--- src/rtl/y86_mem_pkg.sv ---
// rtl/y86_mem_pkg.sv - shared types and constants for the Y86 data memory
package y86_mem_pkg;

  typedef enum logic [1:0] {
    ST_IDLE,
    ST_WAIT,
    ST_RESP,
    ST_HALT
  } mem_state_t;

  // Y86 instruction codes that reach the data memory
  localparam logic [3:0] ICODE_RMMOVQ = 4'h4;
  localparam logic [3:0] ICODE_MRMOVQ = 4'h5;
  localparam logic [3:0] ICODE_CALL   = 4'h8;
  localparam logic [3:0] ICODE_RET    = 4'h9;
  localparam logic [3:0] ICODE_PUSHQ  = 4'hA;
  localparam logic [3:0] ICODE_POPQ   = 4'hB;

  localparam int WORD_BYTES = 8;

  // Full-width range check: the word index is never truncated before comparing.
  function automatic logic addr_fault(input logic [63:0] addr, input int depth_words);
    logic misaligned;
    logic out_of_range;
    misaligned   = (addr & 64'(WORD_BYTES - 1)) != 64'd0;
    out_of_range = {3'b000, addr[63:3]} >= 64'(depth_words);
    return misaligned || out_of_range;
  endfunction

endpackage

--- src/rtl/y86_data_mem_if.sv ---
// rtl/y86_data_mem_if.sv - request/response bus between memory stage and data memory
interface y86_data_mem_if;

  logic        req_valid;
  logic        req_write;
  logic [63:0] req_addr;
  logic [63:0] req_wdata;
  logic        req_ready;
  logic        resp_valid;
  logic        resp_ready;
  logic [63:0] resp_rdata;
  logic        resp_err;
  logic        halted;

  modport master (
    output req_valid, req_write, req_addr, req_wdata, resp_ready,
    input  req_ready, resp_valid, resp_rdata, resp_err, halted
  );

  modport slave (
    input  req_valid, req_write, req_addr, req_wdata, resp_ready,
    output req_ready, resp_valid, resp_rdata, resp_err, halted
  );

endinterface

--- src/rtl/y86_mem_array.sv ---
// rtl/y86_mem_array.sv - single-port word storage, synchronous write, combinational read
module y86_mem_array #(
  parameter int DEPTH_WORDS = 64,
  parameter int IDX_W       = 6
) (
  input  logic             clk,
  input  logic             we,
  input  logic [IDX_W-1:0] idx,
  input  logic [63:0]      wdata,
  output logic [63:0]      rdata
);

  logic [63:0] mem [DEPTH_WORDS];

  // write port; contents survive reset
  always_ff @(posedge clk) begin
    if (we) begin
      mem[idx] <= wdata;
    end
  end

  assign rdata = mem[idx];

endmodule

--- src/rtl/y86_data_mem.sv ---
// rtl/y86_data_mem.sv - latency-controlled data memory responder with sticky fault halt
module y86_data_mem
  import y86_mem_pkg::*;
#(
  parameter int DEPTH_WORDS = 64,
  parameter int LATENCY     = 2
) (
  input logic           clk,
  input logic           rst,
  y86_data_mem_if.slave bus
);

  localparam int IDX_W = $clog2(DEPTH_WORDS);

  mem_state_t  state;
  logic [3:0]  cnt;
  logic        cap_write;
  logic [63:0] cap_addr;
  logic [63:0] cap_wdata;

  logic        req_ready_q;
  logic        resp_valid_q;
  logic [63:0] resp_rdata_q;
  logic        resp_err_q;
  logic        halted_q;

  logic             acc_write;
  logic [63:0]      acc_addr;
  logic [63:0]      acc_wdata;
  logic             do_access;
  logic             fault;
  logic             we;
  logic [IDX_W-1:0] idx;
  logic [63:0]      arr_rdata;

  // With LATENCY=1 the access happens on the accept edge, straight from the bus
  always_comb begin
    acc_write = cap_write;
    acc_addr  = cap_addr;
    acc_wdata = cap_wdata;
    do_access = 1'b0;
    if (state == ST_IDLE) begin
      acc_write = bus.req_write;
      acc_addr  = bus.req_addr;
      acc_wdata = bus.req_wdata;
      do_access = bus.req_valid && (LATENCY == 1);
    end else if (state == ST_WAIT) begin
      do_access = (cnt == 4'd0);
    end
  end

  assign fault = addr_fault(acc_addr, DEPTH_WORDS);
  assign idx   = acc_addr[IDX_W+2:3];
  // reset on the access edge discards the pending write
  assign we    = do_access && acc_write && !fault && !rst;

  y86_mem_array #(
    .DEPTH_WORDS(DEPTH_WORDS),
    .IDX_W      (IDX_W)
  ) u_array (
    .clk  (clk),
    .we   (we),
    .idx  (idx),
    .wdata(acc_wdata),
    .rdata(arr_rdata)
  );

  // request/latency/response FSM with registered outputs
  always_ff @(posedge clk) begin
    if (rst) begin
      state        <= ST_IDLE;
      cnt          <= 4'd0;
      cap_write    <= 1'b0;
      cap_addr     <= 64'd0;
      cap_wdata    <= 64'd0;
      req_ready_q  <= 1'b1;
      resp_valid_q <= 1'b0;
      resp_rdata_q <= 64'd0;
      resp_err_q   <= 1'b0;
      halted_q     <= 1'b0;
    end else begin
      case (state)
        ST_IDLE: begin
          if (bus.req_valid) begin
            cap_write   <= bus.req_write;
            cap_addr    <= bus.req_addr;
            cap_wdata   <= bus.req_wdata;
            cnt         <= 4'(LATENCY - 1);
            req_ready_q <= 1'b0;
            if (LATENCY == 1) begin
              state        <= ST_RESP;
              resp_valid_q <= 1'b1;
              resp_rdata_q <= (fault || acc_write) ? 64'd0 : arr_rdata;
              resp_err_q   <= fault;
            end else begin
              state <= ST_WAIT;
            end
          end
        end
        ST_WAIT: begin
          if (cnt == 4'd0) begin
            state        <= ST_RESP;
            resp_valid_q <= 1'b1;
            resp_rdata_q <= (fault || acc_write) ? 64'd0 : arr_rdata;
            resp_err_q   <= fault;
          end else begin
            cnt <= cnt - 4'd1;
          end
        end
        ST_RESP: begin
          if (bus.resp_ready) begin
            resp_valid_q <= 1'b0;
            if (resp_err_q) begin
              state    <= ST_HALT;
              halted_q <= 1'b1;
            end else begin
              state       <= ST_IDLE;
              req_ready_q <= 1'b1;
            end
          end
        end
        ST_HALT: begin
          req_ready_q <= 1'b0;
        end
        default: begin
          state <= ST_IDLE;
        end
      endcase
    end
  end

  assign bus.req_ready  = req_ready_q;
  assign bus.resp_valid = resp_valid_q;
  assign bus.resp_rdata = resp_rdata_q;
  assign bus.resp_err   = resp_err_q;
  assign bus.halted     = halted_q;

endmodule
--- src/flat_wrapper.sv ---
// flat-port wrapper written by rule: the top's interface ports become plain ports
module y86_data_mem_flat import y86_mem_pkg::*;
#(
  parameter int DEPTH_WORDS = 64,
  parameter int LATENCY     = 2
)
  (clk, rst, bus_req_valid, bus_req_write, bus_req_addr, bus_req_wdata, bus_resp_ready, bus_req_ready, bus_resp_valid, bus_resp_rdata, bus_resp_err, bus_halted);
  y86_data_mem_if bus_i ();
  input logic clk;
  input logic rst;
  input wire logic [$bits(bus_i.req_valid)-1:0] bus_req_valid;
  input wire logic [$bits(bus_i.req_write)-1:0] bus_req_write;
  input wire logic [$bits(bus_i.req_addr)-1:0] bus_req_addr;
  input wire logic [$bits(bus_i.req_wdata)-1:0] bus_req_wdata;
  input wire logic [$bits(bus_i.resp_ready)-1:0] bus_resp_ready;
  output wire logic [$bits(bus_i.req_ready)-1:0] bus_req_ready;
  output wire logic [$bits(bus_i.resp_valid)-1:0] bus_resp_valid;
  output wire logic [$bits(bus_i.resp_rdata)-1:0] bus_resp_rdata;
  output wire logic [$bits(bus_i.resp_err)-1:0] bus_resp_err;
  output wire logic [$bits(bus_i.halted)-1:0] bus_halted;
  assign bus_i.req_valid = bus_req_valid;
  assign bus_i.req_write = bus_req_write;
  assign bus_i.req_addr = bus_req_addr;
  assign bus_i.req_wdata = bus_req_wdata;
  assign bus_i.resp_ready = bus_resp_ready;
  assign bus_req_ready = bus_i.req_ready;
  assign bus_resp_valid = bus_i.resp_valid;
  assign bus_resp_rdata = bus_i.resp_rdata;
  assign bus_resp_err = bus_i.resp_err;
  assign bus_halted = bus_i.halted;
  y86_data_mem #(.DEPTH_WORDS(DEPTH_WORDS), .LATENCY(LATENCY)) u_core (.clk(clk), .rst(rst), .bus(bus_i));
endmodule
--- config.mk ---
export PLATFORM = sky130hd
export DESIGN_NAME = y86_data_mem_flat
export DESIGN_NICKNAME = d
export VERILOG_FILES = /design/src/rtl/y86_mem_pkg.sv /design/src/rtl/y86_data_mem_if.sv /design/src/rtl/y86_mem_array.sv /design/src/rtl/y86_data_mem.sv /design/src/flat_wrapper.sv
export SDC_FILE = /design/constraint.sdc
export NUM_CORES = 2
export LEC_CHECK = 0
export ABC_AREA = 1
export CORE_ASPECT_RATIO = 1.25
export CORE_UTILIZATION = 38
export DETAILED_ROUTE_END_ITERATION = 10
export PLACE_DENSITY = 0.52
export SYNTH_ARGS = -nofsm -noshare
export SYNTH_HDL_FRONTEND = slang
export SYNTH_SLANG_ARGS = --single-unit
--- constraint.sdc ---
create_clock -name clk -period 5.7 [get_ports clk]
set_input_delay 1.14 -clock clk [delete_from_list [all_inputs] [get_ports clk]]
set_output_delay 1.14 -clock clk [all_outputs]
set_load 0.03 [all_outputs]
==> metrics.txt <==
final core utilization 44.2%; top-area cell type share of the netlist area 73.1%; hold buffer count at cts 0; Pint 61.4 mW; Cell variety after synth 37; Main synth FF type edfxtp_1; die area 0.445 sq mm; static leakage 66.1 nW; startpoint types register; Reg area 0.127 sq mm; Synth area leader edfxtp_1; Synth Area per Inst 12.2 sq um; post-CTS setup buffers 0; Comb power frac 31.9%; Rel. slew slack 8.38%; H-tree Lvls 5; Hold Fails Final Rpt 0; flop-to-flop setup slack 0.84 ns; R2R Path Start u_core.state[0]$_SDFFE_PP0P_; initial DRC count 12,250; num rows 272; vias after detailed routing 109,835; Sw Share 37.3%; synthesis-stage register bit count 4,299; Seq pwr share 39.1%; PortBufs 200; grt total ovfl 0; Sw Pwr 36.6 mW; r2r worst-path depth 15; final HPWL from detailed placement 332,000 um; clock sink count 4,299; worst-path fanout max 27; vias in the first global route 104,408; detailed-route wire length per cell 27.6 um; number of remaining DRC errors 0; Crit Path Category reg2reg; GP Congestion 0.872; HP Start u_core.cap_write$_SDFFE_PP0P_; outcome finished, final reports clean; I/O pins 201; Achievable Freq 206 MHz; Via density 5.42; post-route minimum period 4.86 ns; ys async rst share 0%; Tightest Pin Transition 1.37 ns; CTS tree done; TNS Setup 0 ns; die span in y 746 um; GRT Util Overall 24.6%; latest clock arrival within the worst-skew pair 1.02 ns; final setup violation count 0; CTS Buffer Depth 4; drt pass-1 iters 6; Max Cap Viol 0; synth-to-layout area growth 15.5%; Peak VDD IR 0.000380 V; Filler cells 40,621; final max-slew violation count 0; DRT Wirelength 560,000 um; share of layout cells above drive strength 1 8.60%; RSZ-0062 raised after global routing false; critical path arrival 5.50 ns; CP Capture Type register; post-synthesis instance total 13,761; RR Endpoint u_core.u_array.mem[26][50]$_DFFE_PP_; Post-synth EDFFs 4,096; synth warn 0; leading cell type by number of instances after synthesis nand2_1; worst endpoint required time 6.34 ns; clk slew on worst S/H paths 0.06 ns; Core Region 0.440 sq mm; Seq/Total Area, Yosys 75.5%; top cells by area, synth edfxtp_1 (73%), nand2_1 (11%), nand3_1 (6.3%); CTS root buf clkbuf_16; Final WS setup 0.839 ns; final antenna-violating net count 0; clock skew 0.0581 ns; Layout Cells excl Fill 20,280; Hold/Removal Path Class reg2reg; Tcrit/Tclk final 85.3%; syn_nets 13,900; post-CTS sizing 0; Mapped Area 0.168 sq mm; global-route wire length before repair 789,000 um; Post-synth top cells nand2_1 (4,907), edfxtp_1 (4,096), nand3_1 (2,120), nand4_1 (508), buf_2 (451); Hold Crit Depth 2; largest net degree at the start of global routing 125; area of the multi-input gates 0.0381 sq mm; initial antenna violation count 40; TritonCTS Buffers 427; clock power share 29.0%; Place WS 0.462 ns; Layout Nets 14,154; starting density of the core 38.3%; placed cells 19,477; Hold Crit Endpoint u_core.cap_write$_SDFFE_PP0P_; chip width 597 um; Power Dens Cells 504 mW/mm^2
[per-layer routing]
metal,wire length [um],vias to the layer above,track usage [%]
met5,13,-,0
met4,19200,2,7.80
met3,38700,788,3.05
met2,274000,4315,41.5
met1,229000,55655,32.9
li1,-,49075,-
[how the worst max path moves through the flow]
stage	slack (ns)	startpoint	cells past startpoint	endpoint
after detailed placement	0.46	bus_req_addr[40]	11	u_core.u_array.mem[26][42]$_DFFE_PP_
after global routing	0.65	u_core.state[1]$_SDFFE_PP0P_	15	u_core.u_array.mem[26][48]$_DFFE_PP_
after floorplan	0.16	bus_req_addr[28]	10	u_core.u_array.mem[11][0]$_DFFE_PP_
after CTS	0.84	u_core.state[0]$_SDFFE_PP0P_	15	u_core.u_array.mem[26][57]$_DFFE_PP_
final	0.84	u_core.state[0]$_SDFFE_PP0P_	15	u_core.u_array.mem[26][50]$_DFFE_PP_
after global placement	0.28	bus_req_addr[10]	15	u_core.u_array.mem[26][42]$_DFFE_PP_
[power by group through the flow]
stage / clock network, mW / logic (mW) / registers (mW)
after floorplan: 0 / 16.6 / 39.5
after global placement: 0 / 31.2 / 38.9
after detailed placement: 0 / 31.3 / 39.0
after CTS: 28.8 / 31.4 / 38.3
after global routing: 29.9 / 33.5 / 38.3
final: 28.4 / 31.3 / 38.3
[cell families after synthesis]
family / Yosys count / synth area share (%)
XOR/XNOR: 1 / 0.00521
AND/OR/NAND/NOR: 8082 / 20.7
flip-flops: 4299 / 75.5
adder cells (fa/ha/maj): 6 / 0.0446
AO/OA/AOI/OAI: 382 / 1.15
buffers and inverters: 991 / 2.59
[cells in the final DEF (no fill, tap or decap), types with 64 or more instances in the layout]
cell type,Yosys,routed
dfxtp_1,203,203
o21ai_4,0,64
edfxtp_1,4096,4096
and2_1,125,125
nand4_1,508,508
clkbuf_16,0,434
clkinv_2,0,84
clkinv_1,1,73
buf_12,0,149
clkdlybuf4s50_1,0,199
nor2_1,377,313
clkbuf_1,306,96
inv_1,169,167
buf_4,11,294
nor2_4,4,68
nand2_1,4907,4904
o21ai_0,192,128
a21oi_1,176,176
nand3_1,2120,2120
[cell type report]
cell class / count / area share (%)
clock buffer: 554 / 5.93
multi-input combinational: 8471 / 19.6
timing repair buffer: 642 / 3.70
sequential: 4299 / 65.4
clock inverter: 238 / 1.25
inverter: 174 / 0.337
antenna: 11 / 0.0142
tap: 5891 / 3.79
[sequential cells by signal (all words and copies together) (netlist names)]
register	cells
u_core.bus.halted	1
u_core.u_array.mem	4096
u_core.cap_write	1
u_core.bus.resp_rdata	64
u_core.cap_addr	64
u_core.cap_wdata	64
u_core.bus.req_ready	1
u_core.bus.resp_err	1
u_core.state	2
u_core.cnt	4
u_core.bus.resp_valid	1
[metrics by stage]
step	area [sq um]	hold WS (ns)	power [mW]
after CTS	194000	0.454	98.5
after global routing	194000	0.484	102
final	194000	0.455	98.0
after detailed placement	180000	0.444	70.3
after floorplan	168000	0.424	56.1
after global placement	180000	0.443	70.2
[critical path, cell delays in order (launching register included)]
cell	delay [ns]
dfxtp_1	0.33
inv_1	0.14
ha_4	0.45
inv_2	0.34
nor2_1	0.25
nand3b_1	0.12
nand2_1	0.13
nand2_1	0.08
nor2_1	0.09
nand2_1	0.08
nor2_2	0.35
and3_1	0.36
buf_4	0.30
nand3_4	0.29
nor2_4	0.63
buf_4	0.44
(Power assumes the default switching activity.)
